==> config.mk <==
export PLATFORM = sky130hd
export DESIGN_NAME = sync_edge_detector3
export DESIGN_NICKNAME = d
export VERILOG_FILES = /design/src/rtl/sync_edge_detector3_pkg.sv /design/src/rtl/sync_edge_detector3_sync_ff_chain.sv /design/src/rtl/sync_edge_detector3.sv
export SDC_FILE = /design/constraint.sdc
export NUM_CORES = 1
export LEC_CHECK = 0
export CAP_MARGIN = 10
export CORE_AREA = 2 2 39 41
export DETAILED_ROUTE_END_ITERATION = 8
export DIE_AREA = 0 0 41 43
export PLACE_DENSITY_LB_ADDON = 0.2
export SLEW_MARGIN = 20
export SYNTH_ARGS = -nofsm -noshare
export SYNTH_HDL_FRONTEND = slang
export SYNTH_SLANG_ARGS = --single-unit
==> constraint.sdc <==
create_clock -name clk -period 2.3 [get_ports clk]
set_clock_uncertainty 0.2 [all_clocks]
set_input_delay 0.23 -clock clk [delete_from_list [all_inputs] [get_ports clk]]
set_output_delay 0.23 -clock clk [all_outputs]
set_load 0.03 [all_outputs]
==> src/rtl/sync_edge_detector3_pkg.sv <==
// Shared helpers for the bus change detector.
package sync_edge_detector3_pkg;

  // Only no synchroniser, or a two- or three-flop synchroniser, is supported.
  function automatic bit sync_stages_legal(input int n);
    return (n == 0) || (n == 2) || (n == 3);
  endfunction

endpackage

==> src/rtl/sync_edge_detector3_sync_ff_chain.sv <==
// Multi-bit flip-flop synchroniser chain with async reset to a fixed value.
module sync_ff_chain #(
  parameter int               WIDTH       = 3,
  parameter int               STAGES      = 2,
  parameter logic [WIDTH-1:0] RESET_VALUE = '0
) (
  input  logic             clk,
  input  logic             rst,
  input  logic [WIDTH-1:0] d,
  output logic [WIDTH-1:0] q
);

  logic [STAGES-1:0][WIDTH-1:0] stage_q, stage_d;

  // Shift the bus one stage further down the chain every edge.
  always_comb begin
    stage_d    = stage_q;
    stage_d[0] = d;
    for (int i = 1; i < STAGES; i++) stage_d[i] = stage_q[i-1];
  end

  // Chain registers; reset loads every stage so no stale value leaks out.
  always_ff @(posedge clk or posedge rst) begin
    if (rst) stage_q <= {STAGES{RESET_VALUE}};
    else     stage_q <= stage_d;
  end

  assign q = stage_q[STAGES-1];

endmodule

==> src/rtl/sync_edge_detector3.sv <==
// Per-cycle change detector: flags any difference between the sampled bus
// and its value on the previous edge, plus per-bit rise/fall.
module sync_edge_detector3
  import sync_edge_detector3_pkg::*;
#(
  parameter int               WIDTH       = 3,
  parameter int               SYNC_STAGES = 0,
  parameter logic [WIDTH-1:0] RESET_VALUE = '0
) (
  input  logic             clk,
  input  logic             rst,
  input  logic [WIDTH-1:0] in,
  output logic             changed,
  output logic             changed_q,
  output logic [WIDTH-1:0] rise,
  output logic [WIDTH-1:0] fall,
  output logic [WIDTH-1:0] prev
);

  logic [WIDTH-1:0] s;
  logic [WIDTH-1:0] prev_q, prev_d;
  logic             chg_dly_q, chg_dly_d;

  generate
    if (!sync_stages_legal(SYNC_STAGES)) begin : g_bad_stages
      $error("sync_edge_detector3: SYNC_STAGES must be 0, 2 or 3");
    end
    if (SYNC_STAGES == 0) begin : g_direct
      // Bus is already in the clk domain; detect with zero latency.
      assign s = in;
    end else begin : g_sync
      sync_ff_chain #(
        .WIDTH      (WIDTH),
        .STAGES     (SYNC_STAGES),
        .RESET_VALUE(RESET_VALUE)
      ) u_sync (
        .clk(clk),
        .rst(rst),
        .d  (in),
        .q  (s)
      );
    end
  endgenerate

  // Detection terms are purely combinational against the history register.
  always_comb begin
    prev_d    = s;
    changed   = |(s ^ prev_q);
    rise      = s & ~prev_q;
    fall      = ~s & prev_q;
    chg_dly_d = changed;
  end

  // History and delayed-pulse registers; reset discards history at once so
  // leaving reset with s != RESET_VALUE reads as a fresh state entry.
  always_ff @(posedge clk or posedge rst) begin
    if (rst) begin
      prev_q    <= RESET_VALUE;
      chg_dly_q <= 1'b0;
    end else begin
      prev_q    <= prev_d;
      chg_dly_q <= chg_dly_d;
    end
  end

  assign prev      = prev_q;
  assign changed_q = chg_dly_q;

endmodule

**Word level (Yosys, flattened, before mapping)**

Cells that the tools add are included.

- $add $sub $neg: 0
- $mul: 0
- Divide/modulo/power cells: 0
- Magnitude comparators: 0
- Eq/ne operators: 0
- Shift-type cells: 0
- Mux-type cells: 0
- Bitwise operators: 5
- Reduce and logical (&&, ||, !) cells: 1

Operators with widths:

| operator | number |
|---|---|
| $and 3x3->3 | 2 |
| $not 3->3 | 2 |
| $reduce_or 3->1 | 1 |
| $xor 3x3->3 | 1 |

- Bits in registers: 4
- Latch bits: 0
- Bits in writable memories: 0
- ROM bits: 0
- Input port bits: 5
- Output and inout bits: 11
- Logic and storage cells: 8
- Memories kept: 0

**Depth between registers and ports, before layout**

- Word-level depth: 2
- Mapped depth: 3
- Depth with buffers taken out: 3

**Worst setup path before layout**

Ideal clock, no wire load.

- Path kind: register -> register
- From: reg prev_q[2], in the netlist prev[2]
- To: reg chg_dly_q, in the netlist changed_q
- Setup time: 0.246 ns
- Data arrival time: 1.069 ns
- Data required time: 1.854 ns
- Slack: 0.785 ns
- Cell stages (with the launch flop): 3
- Period minus slack after synthesis: 1.515 ns
- Path through: dfrtp_1 > ha_1 > nand3_1

- Longest elaborated chain between the ends: 2

RTL lines:

| element | line | text |
|---|---|---|
| start, declared | sync_edge_detector3.sv:21 | `logic [WIDTH-1:0] prev_q, prev_d;` |
| start signal, assigned | sync_edge_detector3.sv:61 | `prev_q <= prev_d;` |
| $xor 3x3->3 | sync_edge_detector3.sv:48 | `changed = \|(s ^ prev_q);` |
| $reduce_or 3->1 | sync_edge_detector3.sv:48 |  |
| net changed | sync_edge_detector3.sv:13 | `output logic changed,` |
| end signal, assigned | sync_edge_detector3.sv:62 | `chg_dly_q <= chg_dly_d;` |
| end, declared | sync_edge_detector3.sv:22 | `logic chg_dly_q, chg_dly_d;` |

The timed path passes the listed nets, and every way through them passes these cells.

**Worst setup path after layout**

- From: in in[2]
- To: out fall[2]

- Longest elaborated chain between the ends: 2

RTL lines:

| element | line | text |
|---|---|---|
| start, declared | sync_edge_detector3.sv:12 | `input logic [WIDTH-1:0] in,` |
| $not 3->3 | sync_edge_detector3.sv:50 | `fall = ~s & prev_q;` |
| $and 3x3->3 | sync_edge_detector3.sv:50 |  |
| end, declared | sync_edge_detector3.sv:16 | `output logic [WIDTH-1:0] fall,` |

No other way between the ends.

==> flow_metrics.tcl <==
set metrics [dict create \
    arrival_ps 1570 \
    final_hold_viol_count 0 \
    io_buffers 15 \
    p_per_area_nw_per_um2 580 \
    syn_avg_cell_area_um2 11.5 \
    end_kind "output pin" \
    clk_pin_slew_worst_paths_ps 40 \
    p_leak_nw 0.206 \
    die-area_um2 1760 \
    grt.overflow.total 0 \
    drt-initial-drc-count 0 \
    die_w_um 41 \
    synth_top_area_share_pct 48.5 \
    path_cells "clkdlybuf4s50_1 > inv_1 > ha_1 > clkdlybuf4s50_1" \
    syn_inst 18 \
    drv_cap 0 \
    post-route-min-period_ps 2000 \
    drc 0 \
    dp_slack_ps 289 \
    r2r_start "prev[2]$_DFF_PP0_" \
    synth_cell_types 4 \
    drt-vias-per-instance 3.45 \
    synthTopCellsByArea "dfrtp_1 48%, ha_1 36%, inv_1 13%" \
    synth_area_leader_cell "dfrtp_1" \
    start_util_pct 14.9 \
    worst_pin_slew_ps 311 \
    ys.warnings.count 0 \
    drt-wirelength-per-cell_um 9.64 \
    worstSetupPathType "primary input to output pin" \
    netlist_area_um2 206 \
    synth_top_family_by_area "adder cells" \
    path_buf_inv 3 \
    worstSetupStartpointType "primary input" \
    cts_sinks 4 \
    clock_path_buffers 2 \
    gp_congestion 0.630 \
    syn_nets 29 \
    antenna_found_initial 0 \
    clk_latency_ps 240 \
    setup_violations 0 \
    diodes 0 \
    areaGrowthSynthToFinish_pct 97.0 \
    slowest_delay_ps 590 \
    final_nets 50 \
    layout_worst_path_cycle_share_pct 86.9 \
    drt-total-wl_um 511 \
    root_buffer "clkbuf_4" \
    drive_above_1_share_pct 10.8 \
    die_y_um 43 \
    status "complete, no violations" \
    critPathLaunch "in[2]" \
    fin_ws_ps 302 \
    cp_common_cell "clkdlybuf4s50_1" \
    fmax_mhz 500 \
    timing.hold.ws_ps 295 \
    slew_headroom_pct 79.2 \
    finalPower_mw 0.236 \
    grt_first_pass_wirelength_um 869 \
    worstPathRequired_ps 1870 \
    synth-adder-area-share_pct 36.4 \
    worstHoldPathType "primary input to flip-flop" \
    ir_drop_mv 0.227 \
    grt_pass1_vias 212 \
    holdCritStartpoint "in[1]" \
    synth.area.mux_share_pct 0 \
    cts_tree "yes" \
    num_rows 14 \
    ys_seq_area_share_pct 48.5 \
    grt_usage_pct 8.17 \
    numCtsBuffers 3 \
    setup-tns-final_ps 0 \
    dr.pass1.iters 1 \
    synth_compound_area_share_pct 0 \
    worst-path-max-fanout 3 \
    fillerInstances 153 \
    synthXorXnorAreaFrac_pct 0 \
    critical-path-top-delay-family "buffers and inverters" \
    yosys.area_share.simple_pct 2.42 \
    rsz0062_at_grt "no" \
    vias 183 \
    ys_ff_latch 4 \
    core_area_um2 1380 \
    io_pins 16 \
    utilization_pct 29.4 \
    ctsHtreeMaxLevel 1 \
    ant_nets 0 \
    crit_path_top_delay_cell "clkdlybuf4s50_1" \
    grt_max_degree 5 \
    final_max_slew_viol_count 0 \
]
==> state kept, by name, summed over array words and instances, names as in the netlist <==
signal and flops:
prev 3, changed_q 1
==> cells in the final DEF (no fill, tap or decap) <==
cell type	synthesis	layout
nand3_1	1	1
buf_4	0	1
inv_1	7	7
dfrtp_1	4	4
dlygate4sd3_1	0	1
ha_1	6	6
clkdlybuf4s50_1	0	14
clkbuf_4	0	3
==> layout make-up <==
class                      instances  area (um2)  area share, %
clock buffer                       3        22.5           5.54
inverter                           7        26.3           6.46
multi-input combinational          7        80.1           19.7
timing repair buffer              16         158           38.8
tap                               16        20.0           4.92
sequential                         4         100           24.6
==> final timing paths <==
kind	slack [ps]	to	cells past startpoint
worst max-delay path	300	fall[2]	4
worst min-delay path	300	prev[1]$_DFF_PP0_	1
worst max register to register	1200	changed_q$_DFF_PP0_	2
worst min register to register	430	changed_q$_DFF_PP0_	2
max in group asynchronous	1200	changed_q$_DFF_PP0_	3
min in group asynchronous	540	prev[1]$_DFF_PP0_	3
==> metrics by stage <==
stage	cells	instance area, um2
2_1_floorplan	18	206
3_3_place_gp	49	374
3_5_place_dp	49	374
4_1_cts	53	407
5_1_grt	53	407
6_report	53	407
==> cells in the mapped netlist <==
cell type  instances
nand3_1            1
inv_1              7
ha_1               6
dfrtp_1            4
==> repair_timing <==
action | 4_1_cts | 5_1_grt
gates resized for setup | 0 | 0
hold buffers | 1 | 0
endpoints found under the hold margin | 4 | 0
buffers inserted | 0 | 0
endpoints found under the setup margin | 0 | 0
==> cells by family after synthesis <==
kind of cell,count (synthesis)
buffers and inverters,7
adders and majority gates,6
DFF,4
and+or+nand+nor,1
==> power by group <==
group          leakage, nW  internal, mW  switching [mW]  total (mW)
logic                0.147        0.0288          0.0355      0.0643
registers           0.0445        0.0748         0.00266      0.0774
clock network       0.0138        0.0588          0.0355      0.0943
==> layer usage <==
layer	share of wire, %	global-route usage (%)	up-vias	routed length [um]
li1	-	-	89	-
met1	41	7.49	76	209
met2	42	11.3	16	216
met3	15	6.81	2	76
met4	1.6	6.00	0	8
met5	0	0	-	0
No activity file was read; power rests on OpenSTA's default activity.
